### src/rtl/ahb2apb_bridge.sv
// AHB-lite slave to APB master bridge: single transfers, wait-state insertion, two-cycle ERROR response.
// Optional macro AHB2APB_PREADY_EN adds the PREADY port so ACCESS can stretch; otherwise ACCESS is one cycle.
module ahb2apb_bridge #(
    parameter logic [3:0] BASE_NIB = 4'h8,
    parameter int         NSLV     = 4
) (
    input  logic            HCLK,
    input  logic            HRESET,
    input  logic            HSELAPBif,
    input  logic [1:0]      HTRANs,
    input  logic            HWRITE,
    input  logic            HREADYin,
    input  logic [31:0]     HADDR,
    input  logic [2:0]      HSIZE,
    input  logic [31:0]     HWDATA,
    output logic            HREADYout,
    output logic [1:0]      HRESP,
    output logic [31:0]     HRDATA,
    output logic [NSLV-1:0] PSEL,
    output logic            PENABLE,
    output logic            PWRITE,
    output logic [31:0]     PADDR,
    output logic [31:0]     PWDATA,
`ifdef AHB2APB_PREADY_EN
    input  logic            PREADY,
`endif
    input  logic [31:0]     PRDATA
);

    typedef enum logic [2:0] {
        S_IDLE,
        S_WWAIT,
        S_SETUP,
        S_ACCESS,
        S_ERR1,
        S_ERR2
    } state_t;

    state_t     r_state;
    logic [1:0] r_slot;

    logic       w_pready;
    logic       w_valid;
    logic       w_mapped;
    logic       w_sample;
    logic       w_unused;

`ifdef AHB2APB_PREADY_EN
    assign w_pready = PREADY;
`else
    assign w_pready = 1'b1;
`endif

    // Only NONSEQ/SEQ matter, so the low HTRANs bit is intentionally ignored.
    assign w_unused = HTRANs[0];

    assign w_valid  = HSELAPBif & HREADYin & HTRANs[1];
    assign w_mapped = (HADDR[31:28] == BASE_NIB)
                   && (32'(HADDR[27:26]) < NSLV)
                   && (HSIZE <= 3'b010);
    assign w_sample = (r_state == S_IDLE) || (r_state == S_ERR2)
                   || ((r_state == S_ACCESS) && w_pready);

    function automatic logic [NSLV-1:0] slot_onehot(input logic [1:0] slot);
        logic [NSLV-1:0] oh;
        oh = '0;
        for (int i = 0; i < NSLV; i++) begin
            oh[i] = (slot == 2'(i));
        end
        return oh;
    endfunction

    always_ff @(posedge HCLK) begin
        if (HRESET) begin
            r_state <= S_IDLE;
            r_slot  <= '0;
            PSEL    <= '0;
            PENABLE <= 1'b0;
            PWRITE  <= 1'b0;
            PADDR   <= '0;
            PWDATA  <= '0;
        end else if (w_sample) begin
            // Completion edge doubles as the next address phase, so back-to-back transfers skip IDLE.
            PSEL    <= '0;
            PENABLE <= 1'b0;
            r_state <= S_IDLE;
            if (w_valid) begin
                if (w_mapped) begin
                    PADDR  <= HADDR;
                    PWRITE <= HWRITE;
                    r_slot <= HADDR[27:26];
                    if (HWRITE) begin
                        r_state <= S_WWAIT;
                    end else begin
                        r_state <= S_SETUP;
                        PSEL    <= slot_onehot(HADDR[27:26]);
                    end
                end else begin
                    r_state <= S_ERR1;
                end
            end
        end else begin
            case (r_state)
                S_WWAIT: begin
                    PWDATA  <= HWDATA;
                    PSEL    <= slot_onehot(r_slot);
                    r_state <= S_SETUP;
                end
                S_SETUP: begin
                    PENABLE <= 1'b1;
                    r_state <= S_ACCESS;
                end
                S_ERR1: begin
                    r_state <= S_ERR2;
                end
                default: begin
                    // ACCESS stalled on PREADY: hold everything.
                end
            endcase
        end
    end

    always_comb begin
        // NOTE: default assignment first so no path leaves HREADYout unassigned (no latch).
        HREADYout = 1'b0;
        case (r_state)
            S_IDLE, S_ERR2: HREADYout = 1'b1;
            S_ACCESS:       HREADYout = w_pready;
            default:        HREADYout = 1'b0;
        endcase
    end

    assign HRESP  = ((r_state == S_ERR1) || (r_state == S_ERR2)) ? 2'b01 : 2'b00;
    assign HRDATA = ((r_state == S_ACCESS) && !PWRITE && w_pready) ? PRDATA : '0;

endmodule

### config.mk
export PLATFORM = sky130hd
export DESIGN_NAME = ahb2apb_bridge
export DESIGN_NICKNAME = d
export VERILOG_FILES = /design/src/rtl/ahb2apb_bridge.sv
export SDC_FILE = /design/constraint.sdc
export NUM_CORES = 1
export LEC_CHECK = 0
export BUFFER_PORTS_ARGS = -buffer_cell sky130_fd_sc_hd__buf_2
export CORE_AREA = 5 5 93 95
export DETAILED_ROUTE_END_ITERATION = 8
export DIE_AREA = 0 0 98 100
export PLACE_DENSITY = 0.78
export SLEW_MARGIN = 5
export SYNTH_ARGS = -nofsm -noshare
export SYNTH_HDL_FRONTEND = slang
export SYNTH_SLANG_ARGS = --single-unit
export TNS_END_PERCENT = 50
### constraint.sdc
create_clock -name HCLK -period 2.1 [get_ports HCLK]
set_input_delay 0.42 -clock HCLK [delete_from_list [all_inputs] [get_ports HCLK]]
set_output_delay 0.42 -clock HCLK [all_outputs]
set_load 0.005 [all_outputs]
==> results of run 1 <==
final cells by class:
class	instances	area, um^2
Sequential cell	73	1470
Multi-Input combinational cell	269	1470
Tap cell	102	128
Fill cell	724	3120
Timing Repair Buffer	225	1190
Clock buffer	10	128
Clock inverter	5	129
Inverter	5	23.8
per-stage QoR:
| step | hold slack [ps] | setup TNS [ps] | util, % | total power, mW |
|---|---|---|---|---|
| after floorplan | 442 | 0 | - | 1.67 |
| after global placement | 439 | 0 | 54.8 | 1.84 |
| after detailed placement | 440 | 0 | 54.8 | 1.85 |
| after CTS | 296 | 0 | 58.3 | 3.27 |
| after global routing | 302 | -295 | 59.2 | 3.39 |
| final | 316 | 0 | 59.2 | 3.24 |
synthesized netlist by cell type, types with 2 or more instances:
master,count,share of area (%)
buf_4,3,0.73
inv_1,4,0.49
dfxtp_1,73,47
nand2b_1,2,0.41
a21oi_1,67,11
clkbuf_1,15,1.8
nand3_1,30,4.9
o21ai_0,33,5.4
clkbuf_2,2,0.32
o221a_2,2,0.73
nand2_1,68,8.3
nor2b_1,3,0.61
buf_6,2,0.73
or3_1,2,0.41
and3_1,3,0.61
nor4_1,3,0.61
nor2_1,2,0.24
buf_2,10,1.6
and2_1,32,6.5
repair_timing:
item | 4_1_cts | 5_1_grt
resized for setup | 3 | 15
cloned | 0 | 2
setup endpoints to repair | 33 | 7
buffers inserted | 1 | 2
pin swaps | 0 | 3
power groups by stage:
stage | Clock (mW) | Sequential (mW) | Combinational [mW]
floorplan | 0 | 1.47 | 0.199
global placement | 0 | 1.47 | 0.362
detailed placement | 0 | 1.48 | 0.372
CTS | 1.45 | 1.44 | 0.379
global route | 1.51 | 1.45 | 0.428
finish | 1.41 | 1.44 | 0.388
sequential cells by signal, indices dropped and copies added, names as in the netlist:
register and cells:
PADDR 32, PWDATA 32, PSEL 4, r_state 3, PENABLE 1, PWRITE 1
worst max-delay path, cell delays in order (launching register included):
cell     delay (ps)
dfxtp_4         380
inv_4            40
nor4b_4         390
buf_4           220
and2_1          130
buf_2           110
logic make-up after synthesis:
group / synth area share (%)
multiplexers: 0.730
buffers and inverters: 5.84
other: 0.122
flip-flops: 47.4
XOR/XNOR: 0.284
AND/OR/NAND/NOR: 26.4
AO/OA/AOI/OAI: 19.3
layer usage:
layer	track usage (%)	vias up	part of all wire (%)
met3	7.30	15	9.9
met1	21.8	1552	41
li1	-	1693	-
met4	6.82	0	1.8
met5	0	-	0
met2	31.3	170	48
path summary, 6_finish.rpt:
kind              start   endpoint  slack, ps  depth (start not counted)
max          r_state[0]  HRDATA[4]         80                          5
min           HWDATA[6]  PWDATA[6]        320                          3
max reg2reg  r_state[0]    PSEL[0]        110                          7
min reg2reg   PADDR[31]  PADDR[31]        450                          2
layout by cell type, fill, tap and decap left out, drive strengths merged, types with 4 or more instances in the layout:
cell and count:
and2 33, o21ai 33, buf 225, a21oi 68
clkbuf 10, bufinv 4, nand2 68, inv 5
nand3 31, dfxtp 73
==> flow_summary.toml, run 1 <==
[final_layout]
n_antenna_cell = 0
fin_cells = 689
syn2layout_area_growth_pct = 46.8
finalInstanceArea_um2 = 4530
final_nets = 689
drive_above_1_share_pct = 44.0

[synth]
synth_top_flop_cell = "dfxtp_1"
synth_nets = 485
synth_edf_count = 0
seq_area_frac_synth_pct = 47.4
ys_ff_latch = 73
yosysWarnings = 0
synthCells = 379
synth_area_um2 = 3080
async_reset_ff_share_pct = 0
avgSynthCellArea_um2 = 8.14
synth_cell_types = 42

[critical_path]
critPathKind = "reg2out"
cp.required_ps = 1680
worst-path-max-fanout = 8
critPathLaunchType = "flip-flop"
crit_path_end_kind = "output pin"
cp.arrival_ps = 1600

[floorplanning]
die_area_um2 = 9800
chipHeight_um = 100
io_pins = 211
num_rows = 32
core_um2 = 7650
die_w_um = 98
start_util_pct = 40.3

[power_and_ir_drop]
switching_share_pct = 23.0
combPwrFrac_pct = 12.0
leakagePower_nw = 2.17
power_density_nw_per_um2 = 716
internal_power_mw = 2.50
sequentialPowerShare_pct = 44.6
power.switching_mw = 0.745
p_clk_share_pct = 43.5
ir_worst_vdd_uv = 376

[cts]
cts_tree = "yes"
root_buffer = "clkbuf_8"
insertion_delay_ps = 340
clk_pin_slew_ps = 70
postCtsHoldBufs = 0
cts_buffers = 9
cts_buffer_depth = 2
htreeDepth = 3
cts.sinks = 73

[route]
firstDrtPassIters = 4
initialDrtViolationCount = 143
via_per_inst = 4.98
vias = 3430
wl_per_cell_um = 14.4
drc = 0
routed_wl_mm = 9.94
final_antenna_net_count = 0

[placement]
dp_slack_ps = 220
hpwl_mm = 7.40
gp_congestion = 0.812
dp_cells = 669
dpl_cell_area_um2 = 4190
portBuffers = 208

[global_routing]
grt_pass1_wl_mm = 15.2
grt_max_degree = 34
antenna_found_initial = 0
grt_pass1_vias = 3255
gr-total-overflow = 0
grt_usage_pct = 18.7

[timing]
setup_ws_ps = 78.7
period_minus_slack_ps = 2020
rsz0062_at_grt = "yes"
setup_viol = 0
fin_crit_sh_pct = 96.3
hold_viol = 0
drv_slew = 0
fmax_ghz = 0.495
fin_worst_skew_ps = 7.09

[run]
drv_cap = 0

[outcome]
status = "complete, no violations"

[min_path]
hold_class = "in2reg"
Power figures use the tool's default switching activity.
==> run 2: changes to the inputs <==
--- a/config.mk
+++ b/config.mk
@@ -6,10 +6,14 @@
 export NUM_CORES = 1
 export LEC_CHECK = 0
 export BUFFER_PORTS_ARGS = -buffer_cell sky130_fd_sc_hd__buf_2
-export CORE_AREA = 5 5 93 95
+export CELL_PAD_IN_SITES_DETAIL_PLACEMENT = 1
+export CELL_PAD_IN_SITES_GLOBAL_PLACEMENT = 1
+export CORE_AREA = 5 5 111 113
+export CTS_CLUSTER_DIAMETER = 100
 export DETAILED_ROUTE_END_ITERATION = 8
-export DIE_AREA = 0 0 98 100
-export PLACE_DENSITY = 0.78
+export DIE_AREA = 0 0 116 118
+export PLACE_DENSITY_LB_ADDON = 0.1
+export RECOVER_POWER = 25
 export SLEW_MARGIN = 5
 export SYNTH_ARGS = -nofsm -noshare
 export SYNTH_HDL_FRONTEND = slang
==> flow_summary.toml, run 2 (synthesized netlist as in run 1, its figures left out) <==
[route]
via_per_inst = 4.71
initialDrtViolationCount = 155
wl_met1_mm = 4.59
met2WireLength_mm = 5.56
vias = 3423
firstDrtPassIters = 4
final_antenna_net_count = 0
wl_met3_mm = 1.11
wl_per_cell_um = 15.6
top_layer_used = "met4"
routed_wl_mm = 11.4
drc = 0

[critical_path]
cp.arrival_ps = 1550
crit_path_end_kind = "output pin"
crit_slowest_cell = "dfxtp_1"
worst-path-max-fanout = 32
cp_top_family = "simple AND/OR/NAND/NOR gates"
slowest_delay_ps = 390
critPathLaunchType = "flip-flop"
cp.required_ps = 1680
critPathKind = "reg2out"
crit_chain = "nor4b_2 -> buf_6 -> and2_1 -> buf_2"
crit_buf_inv = 2

[floorplanning]
core_um2 = 11200
io_pins = 211
num_rows = 39
start_util_pct = 27.5
die_area_um2 = 13700
chipHeight_um = 118
die_w_um = 116

[final_layout]
finalInstanceArea_um2 = 4570
drive_above_1_share_pct = 40.4
n_antenna_cell = 0
top_regs = "PADDR (32), PWDATA (32), PSEL (4)"
fin_cells = 727
fillers = 1426
syn2layout_area_growth_pct = 48.2
final_cell_mix = "buf_2, dfxtp_1, nand2_1"
final_core_util_pct = 40.7
final_common_cell = "buf_2"
final_nets = 686

[timing]
rsz0062_at_grt = "no"
fin_crit_sh_pct = 93.7
drv_slew = 0
fin_worst_skew_ps = 9.17
period_minus_slack_ps = 1970
tns_ps = 0
hold_viol = 0
fmax_ghz = 0.508
setup_viol = 0

[cts]
root_buffer = "clkbuf_16"
cts_tree = "yes"
cts.sinks = 73
cts_buffers = 9
insertion_delay_ps = 330
htreeDepth = 3
clk_pin_slew_ps = 60
cts_buffer_depth = 2
postCtsHoldBufs = 0

[placement]
gp_congestion = 0.738
hpwl_mm = 8.62
dpl_cell_area_um2 = 4270
dp_cells = 712
portBuffers = 208

[global_routing]
grt_usage_pct = 16.5
gr-total-overflow = 0
grt_pass1_vias = 3619
grt_pass1_wl_mm = 18.3
antenna_found_initial = 0
grt_max_degree = 41

[power_and_ir_drop]
ir_worst_vdd_uv = 292
power_mw = 3.48
leakagePower_nw = 2.11
power_density_nw_per_um2 = 762

[run]
drv_cap = 0

[min_path]
hold_class = "in2reg"

[outcome]
status = "complete, no violations"
run 2: cell count changes in the layout (fill, tap and decap cells not counted), moves of 2 or more:
cell	previous run	this run
buf_4	15	12
clkbuf_1	1	16
inv_4	2	0
and2_4	3	0
and2_1	29	32
bufinv_16	4	2
buf_6	4	1
buf_2	206	192
clkbuf_8	9	0
clkbuf_16	0	9
run 2: power by group:
| part | leakage (nW) | internal, mW | total (mW) | switching, mW |
|---|---|---|---|---|
| combinational | 1.36 | 0.165 | 0.389 | 0.224 |
| clock | 0.156 | 1.04 | 1.65 | 0.606 |
| sequential | 0.591 | 1.42 | 1.45 | 0.0249 |
run 2: area by class of cell:
| class | count | area (um^2) | share of cell area (%) |
|---|---|---|---|
| inverter | 5 | 18.8 | 0.411 |
| clock inverter | 6 | 91.3 | 2.00 |
| timing repair buffer | 222 | 1140 | 25.0 |
| multi-input combinational | 269 | 1450 | 31.7 |
| sequential | 73 | 1460 | 32.0 |
| tap | 143 | 179 | 3.92 |
| clock buffer | 9 | 225 | 4.93 |
run 2: per-layer routing:
layer,up-vias,GRT usage (%)
met3,9,6.38
li1,1686,-
met5,-,0
met4,0,3.77
met1,1606,19.3
met2,122,28.2
run 2: worst min-delay path: stages:
cell	delay, ps
buf_2	100
nand2_1	50
a21oi_1	50
run 2: through the flow:
| stage | hold WS (ps) | worst slack, ps |
|---|---|---|
| finish | 324 | 132 |
| global route | 327 | 23.9 |
| CTS | 317 | 15.0 |
| detailed placement | 447 | 286 |
| global placement | 440 | 336 |
| floorplan | 442 | 414 |
run 2: path summary, 6_finish.rpt:
| path | start | end | slack, ps | depth (start not counted) |
|---|---|---|---|---|
| worst max-delay path | r_state[2] | HRDATA[6] | 130 | 4 |
| worst min-delay path | HWDATA[23] | PWDATA[23] | 320 | 3 |
| worst max register to register | r_state[1] | PSEL[3] | 450 | 5 |
| worst min register to register | PWDATA[15] | PWDATA[15] | 450 | 2 |
run 2: what timing repair did:
action | in CTS | in global routing
setup endpoints to repair | 15 | 33
cloned | 0 | 0
resized for setup | 1 | 2
setup buffers | 0 | 0
